<file path="config.mk">
export PLATFORM = sky130hd
export DESIGN_NAME = control_unit
export DESIGN_NICKNAME = d
export VERILOG_FILES = /design/src/rtl/control_unit.sv
export SDC_FILE = /design/constraint.sdc
export NUM_CORES = 1
export LEC_CHECK = 0
export ABC_AREA = 1
export CORE_UTILIZATION = 45
export DETAILED_ROUTE_END_ITERATION = 6
export PLACE_DENSITY_LB_ADDON = 0.08
export SKIP_CTS_REPAIR_TIMING = 1
export SYNTH_ARGS = -nofsm -noshare
export SYNTH_HDL_FRONTEND = slang
export SYNTH_SLANG_ARGS = --single-unit
export TNS_END_PERCENT = 30
</file>
<file path="constraint.sdc">
create_clock -name clk -period 1.4 [get_ports clk]
set_input_delay 0.21 -clock clk [delete_from_list [all_inputs] [get_ports clk]]
set_output_delay 0.21 -clock clk [all_outputs]
set_load 0.01 [all_outputs]
</file>
<file path="src/rtl/control_unit.sv">
// control_unit: microprogrammed control sequencer for the 8-bit accumulator CPU.
//
// Ports:
//   clk            in   1   system clock, rising edge
//   rst            in   1   synchronous active-high reset
//   opcode         in   8   IR contents, sampled in DECODE
//   flag_zero      in   1   accumulator == 0, sampled in OPND_ADDR
//   mem_ready      in   1   memory finished the current read/write
//   control_signal out  32  registered micro-operation bus
//   halted         out  1   high while in HALT
//   illegal        out  1   sticky, set by an undefined opcode
//   mem_timeout    out  1   sticky, memory wait expired
//
// Optional feature: define CU_MEM_TIMEOUT_EN to bound memory waits to
// TIMEOUT_CYCLES cycles; otherwise waits are unbounded and mem_timeout is 0.
module control_unit #(
    parameter int TIMEOUT_CYCLES = 255
) (
    input  logic        clk,
    input  logic        rst,
    input  logic [7:0]  opcode,
    input  logic        flag_zero,
    input  logic        mem_ready,
    output logic [31:0] control_signal,
    output logic        halted,
    output logic        illegal,
    output logic        mem_timeout
);
    typedef enum logic [3:0] {
        FETCH_PC, FETCH_RD, FETCH_LAT, FETCH_IR, DECODE,
        OPND_PC, OPND_RD, OPND_LAT, OPND_ADDR,
        EXEC_RD, EXEC_LAT, EXEC_DO, ST_ACC, ST_WR, HALT
    } state_t;

    localparam logic [7:0] OP_LOAD  = 8'h01;
    localparam logic [7:0] OP_STORE = 8'h02;
    localparam logic [7:0] OP_ADD   = 8'h03;
    localparam logic [7:0] OP_SUB   = 8'h04;
    localparam logic [7:0] OP_AND   = 8'h05;
    localparam logic [7:0] OP_OR    = 8'h06;
    localparam logic [7:0] OP_JMP   = 8'h07;
    localparam logic [7:0] OP_JMPZ  = 8'h08;
    localparam logic [7:0] OP_NOT   = 8'h09;
    localparam logic [7:0] OP_SHR   = 8'h0A;
    localparam logic [7:0] OP_HALT  = 8'hFF;

    state_t      r_state;
    state_t      w_next_raw;
    state_t      w_next;
    logic [7:0]  r_op;
    logic [31:0] r_cs;
    logic [31:0] w_cs;
    logic        r_halted;
    logic        r_illegal;
    logic        r_timeout;
    logic        w_wait_st;
    logic        w_tmo;
    logic        w_jump;
    logic        w_needs_opnd;
    logic        w_legal;

    assign w_wait_st    = (r_state == FETCH_RD) || (r_state == OPND_RD) ||
                          (r_state == EXEC_RD)  || (r_state == ST_WR);
    assign w_jump       = (r_op == OP_JMP) || (r_op == OP_JMPZ);
    assign w_needs_opnd = (opcode >= OP_LOAD) && (opcode <= OP_JMPZ);
    assign w_legal      = (opcode <= OP_SHR) || (opcode == OP_HALT);

`ifdef CU_MEM_TIMEOUT_EN
    logic [7:0] r_wait;
    // Counts cycles spent with mem_ready low; the current cycle is included.
    assign w_tmo = w_wait_st && !mem_ready &&
                   (({1'b0, r_wait} + 9'd1) >= 9'(TIMEOUT_CYCLES));
    always_ff @(posedge clk) begin
        if (rst)
            r_wait <= '0;
        else
            r_wait <= (w_next != r_state) ? '0 :
                      (w_wait_st && !mem_ready) ? r_wait + 8'd1 : r_wait;
    end
`else
    // Waits are unbounded; the limit only matters with the timeout build.
    assign w_tmo = (TIMEOUT_CYCLES < 0);
`endif

    always_comb begin
        w_next_raw = r_state;
        case (r_state)
            FETCH_PC:  w_next_raw = FETCH_RD;
            FETCH_RD:  w_next_raw = mem_ready ? FETCH_LAT : FETCH_RD;
            FETCH_LAT: w_next_raw = FETCH_IR;
            FETCH_IR:  w_next_raw = DECODE;
            DECODE:    w_next_raw = (opcode == OP_HALT) ? HALT :
                                    w_needs_opnd ? OPND_PC : EXEC_DO;
            OPND_PC:   w_next_raw = OPND_RD;
            OPND_RD:   w_next_raw = mem_ready ? OPND_LAT : OPND_RD;
            OPND_LAT:  w_next_raw = OPND_ADDR;
            OPND_ADDR: w_next_raw = w_jump ? FETCH_PC :
                                    (r_op == OP_STORE) ? ST_ACC : EXEC_RD;
            EXEC_RD:   w_next_raw = mem_ready ? EXEC_LAT : EXEC_RD;
            EXEC_LAT:  w_next_raw = EXEC_DO;
            EXEC_DO:   w_next_raw = FETCH_PC;
            ST_ACC:    w_next_raw = ST_WR;
            ST_WR:     w_next_raw = mem_ready ? FETCH_PC : ST_WR;
            HALT:      w_next_raw = HALT;
            default:   w_next_raw = FETCH_PC;
        endcase
        w_next = w_tmo ? HALT : w_next_raw;
    end

    // Per-state micro-operations; registered below so the bus shows the
    // operation of the state occupied during the previous cycle.
    always_comb begin
        w_cs = '0;
        case (r_state)
            FETCH_PC, OPND_PC:         w_cs[2] = 1'b1;
            FETCH_RD, OPND_RD, EXEC_RD: w_cs[0] = 1'b1;
            FETCH_LAT, OPND_LAT: begin
                w_cs[4]  = 1'b1;
                w_cs[20] = 1'b1;
            end
            FETCH_IR:  w_cs[6] = 1'b1;
            OPND_ADDR: begin
                w_cs[7] = !w_jump;
                w_cs[3] = (r_op == OP_JMP) || ((r_op == OP_JMPZ) && flag_zero);
            end
            EXEC_LAT:  w_cs[4] = 1'b1;
            EXEC_DO: begin
                w_cs[8]  = (r_op == OP_LOAD);
                w_cs[10] = (r_op == OP_ADD);
                w_cs[11] = (r_op == OP_SUB);
                w_cs[12] = (r_op == OP_AND);
                w_cs[13] = (r_op == OP_OR);
                w_cs[14] = (r_op == OP_NOT);
                w_cs[15] = (r_op == OP_SHR);
            end
            ST_ACC:    w_cs[9] = 1'b1;
            ST_WR:     w_cs[5] = 1'b1;
            default:   w_cs = '0;
        endcase
    end

    always_ff @(posedge clk) begin
        if (rst) begin
            r_state   <= FETCH_PC;
            r_op      <= '0;
            r_cs      <= '0;
            r_halted  <= 1'b0;
            r_illegal <= 1'b0;
            r_timeout <= 1'b0;
        end else begin
            r_state   <= w_next;
            r_op      <= (r_state == DECODE) ? opcode : r_op;
            r_cs      <= w_cs;
            r_halted  <= (r_state == HALT);
            r_illegal <= r_illegal || ((r_state == DECODE) && !w_legal);
            r_timeout <= r_timeout || w_tmo;
        end
    end

    assign control_signal = r_cs;
    assign halted         = r_halted;
    assign illegal        = r_illegal;
    assign mem_timeout    = r_timeout;
endmodule

</file>
==> results.sh <==
export IMPL_dpl_cell_count=277
export IMPL_antenna_cells=0
export IMPL_antenna_found_initial=0
export IMPL_fin_cells=290
export IMPL_nNetsFinal=257
export IMPL_required_ps=1190
export IMPL_p_per_area_mw_per_mm2=917.0
export IMPL_path_cells="clkdlybuf4s50_1"
export IMPL_grt_pass1_wl_mm=4.671
export IMPL_yosys_area_top_type="dfxtp_1"
export IMPL_cts_tree="done"
export IMPL_grt_overflow_total=0
export IMPL_clk_pin_slew_ps=100
export IMPL_worstSetupPathDepth=1
export IMPL_seqCellArea_um2=601.8
export IMPL_cts_root_buffer="clkbuf_4"
export IMPL_ys_flop_type="dfxtp_1"
export IMPL_finClkSkew_ps=10.47
export IMPL_start_util_pct=47.80
export IMPL_placement_io_buffers=29
export IMPL_syn_to_final_growth_pct=31.80
export IMPL_critPathArrivalTime_ps=1160
export IMPL_insertion_delay_ps=330
export IMPL_grt_max_degree=17
export IMPL_die_w_um=59.18
export IMPL_cts_sinks=30
export IMPL_synth_seq_area_share_pct=40.82
export IMPL_cp_end_kind="primary output"
export IMPL_numCtsBuffers=5
export IMPL_track_usage_pct=18.22
export IMPL_cpLargestDelayFamily="buffers and inverters"
export IMPL_synth_area_mm2=0.001471
export IMPL_min_period_ps=1366
export IMPL_start_kind="flip-flop"
export IMPL_whs_path_depth=3
export IMPL_synthTopCellsByCount="nand2_1, dfxtp_1, nor2_1"
export IMPL_setup_viol_count_final=0
export IMPL_tns_ps=0
export IMPL_dieArea_mm2=0.003502
export IMPL_antenna_left=0
export IMPL_drcViolationCount=0
export IMPL_cp_startpoint="control_signal[20]"
export IMPL_drv_cap=0
export IMPL_finalHoldViolCount=0
export IMPL_synth_area_per_cell_um2=7.394
export IMPL_synth_edf_count=0
export IMPL_synth_async_reset_ratio_pct=0
export IMPL_clk_path_buf_depth=2
export IMPL_rr_worst_depth=7
export IMPL_io_pins=47
export IMPL_yosys_cell_types_count=30
export IMPL_rows=20
export IMPL_core_area_mm2=0.003078
export IMPL_r2r_start="r_state[2]"
export IMPL_synth_top_area_share_pct=40.82
export IMPL_synthTopCellsByArea="dfxtp_1, nand2_1, buf_4"
export IMPL_max_freq_mhz=731.8
export IMPL_power_mw=1.778
export IMPL_worst_path_max_delay_cell="clkdlybuf4s50_1"
export IMPL_viasPerCell=4.434
export IMPL_path_class="reg -> out"
export IMPL_grt_pass1_vias=1114
export IMPL_dr_pass1_iters=5
export IMPL_status="complete, no violations"
export IMPL_timing_critical_path_buf_inv=1
export IMPL_hp_class="in -> reg"
export IMPL_fill_cells=307
export IMPL_path_max_fanout=1
export IMPL_drv_slew=0
export IMPL_ir_worst_vdd_uv=513.8
export IMPL_hp_start="opcode[7]"
export IMPL_htreeDepth=2
export IMPL_utilization_pct=63.01
export IMPL_vias=1286
export IMPL_period_share_pct=97.61
export IMPL_ys_ff_latch=30
export IMPL_multi_input_area_um2=678.2
export IMPL_initialDrtViolationCount=43
export IMPL_p_leak_nw=1.150
export IMPL_cpPeakStageDelay_ps=520
export IMPL_gp_congestion=0.9311
export IMPL_die_y_um=59.18
export IMPL_drt_total_wl_mm=2.833
export IMPL_drive_gt1_share_pct=17.48
export IMPL_ys_warn_count=0
export IMPL_synthCells=199
export IMPL_yosysMostFrequentCell="nand2_1"
export IMPL_routedWlPerCell_um=9.769
export IMPL_dp_hpwl_mm=2.234
## where the power goes
part / switching, mW / total, mW / internal [mW]
clock network: 0.294 / 0.537 / 0.243
logic: 0.192 / 0.328 / 0.136
registers: 0.0250 / 0.913 / 0.888
total: 0.511 / 1.78 / 1.27
## final cells by class
type | count | share of cell area [%]
multi-input combinational | 140 | 34.97
clock inverter | 1 | 0.2581
timing repair buffer | 43 | 23.10
clock buffer | 7 | 2.839
tap | 44 | 2.839
inverter | 25 | 4.968
sequential | 30 | 31.03
## state kept, by name (all words and copies together) (netlist names)
register / count
control_signal: 16
r_op: 8
r_state: 4
halted: 1
illegal: 1
## placed cells by master (no fill, tap or decap)
master	n
inv_4	1
buf_12	1
dfxtp_2	1
o21ai_0	3
a211oi_1	1
clkbuf_4	5
conb_1	17
clkbuf_1	1
dlymetal6s2s_1	16
nand4_1	1
nor2_4	1
nand2_2	1
a31oi_1	2
nor2_2	3
o211ai_1	2
inv_2	5
nor3_2	1
a21oi_2	3
clkbuf_8	1
nand3_1	9
dfxtp_1	29
clkdlybuf4s50_1	13
o21ai_1	2
inv_1	19
nand2_1	43
nor3_1	5
a31oi_4	1
o21ai_2	3
a21oi_1	10
clkinv_2	1
nand3_2	1
nor2_1	29
nor2_8	1
buf_4	13
nand3b_1	1
## routing by layer
layer | global-route usage [%] | wire [um] | vias to the layer above
li1 | - | - | 685
met1 | 22.04 | 1287 | 562
met2 | 29.37 | 1362 | 35
met3 | 5.895 | 145 | 4
met4 | 8.163 | 38 | 0
met5 | 0 | 0 | -
## final timing paths
| check | slack (ps) | end |
|---|---|---|
| max | 30 | control_signal[20] |
| max reg2reg | 110 | illegal |
| min reg2reg | 490 | control_signal[10] |
| min | 470 | r_op[7] |
## metrics by stage
stage | hold WS [ps] | setup WS [ps] | area [um2]
floorplan | 279.4 | 306.6 | 1531
global placement | 476.3 | -74.18 | 1800
detailed placement | 484.8 | -90.77 | 1800
CTS | 464.4 | -123.1 | 1861
global route | 485.1 | -4.557 | 1939
finish | 469.2 | 33.51 | 1939
## logic make-up after synthesis
logic type      after synthesis  share of synthesized area [%]
simple gates                 96                          29.25
other cells                   1                         0.2549
compound gates               27                          12.50
buf+inv                      45                          17.18
flops                        30                          40.82
(Power assumes the default switching activity.)
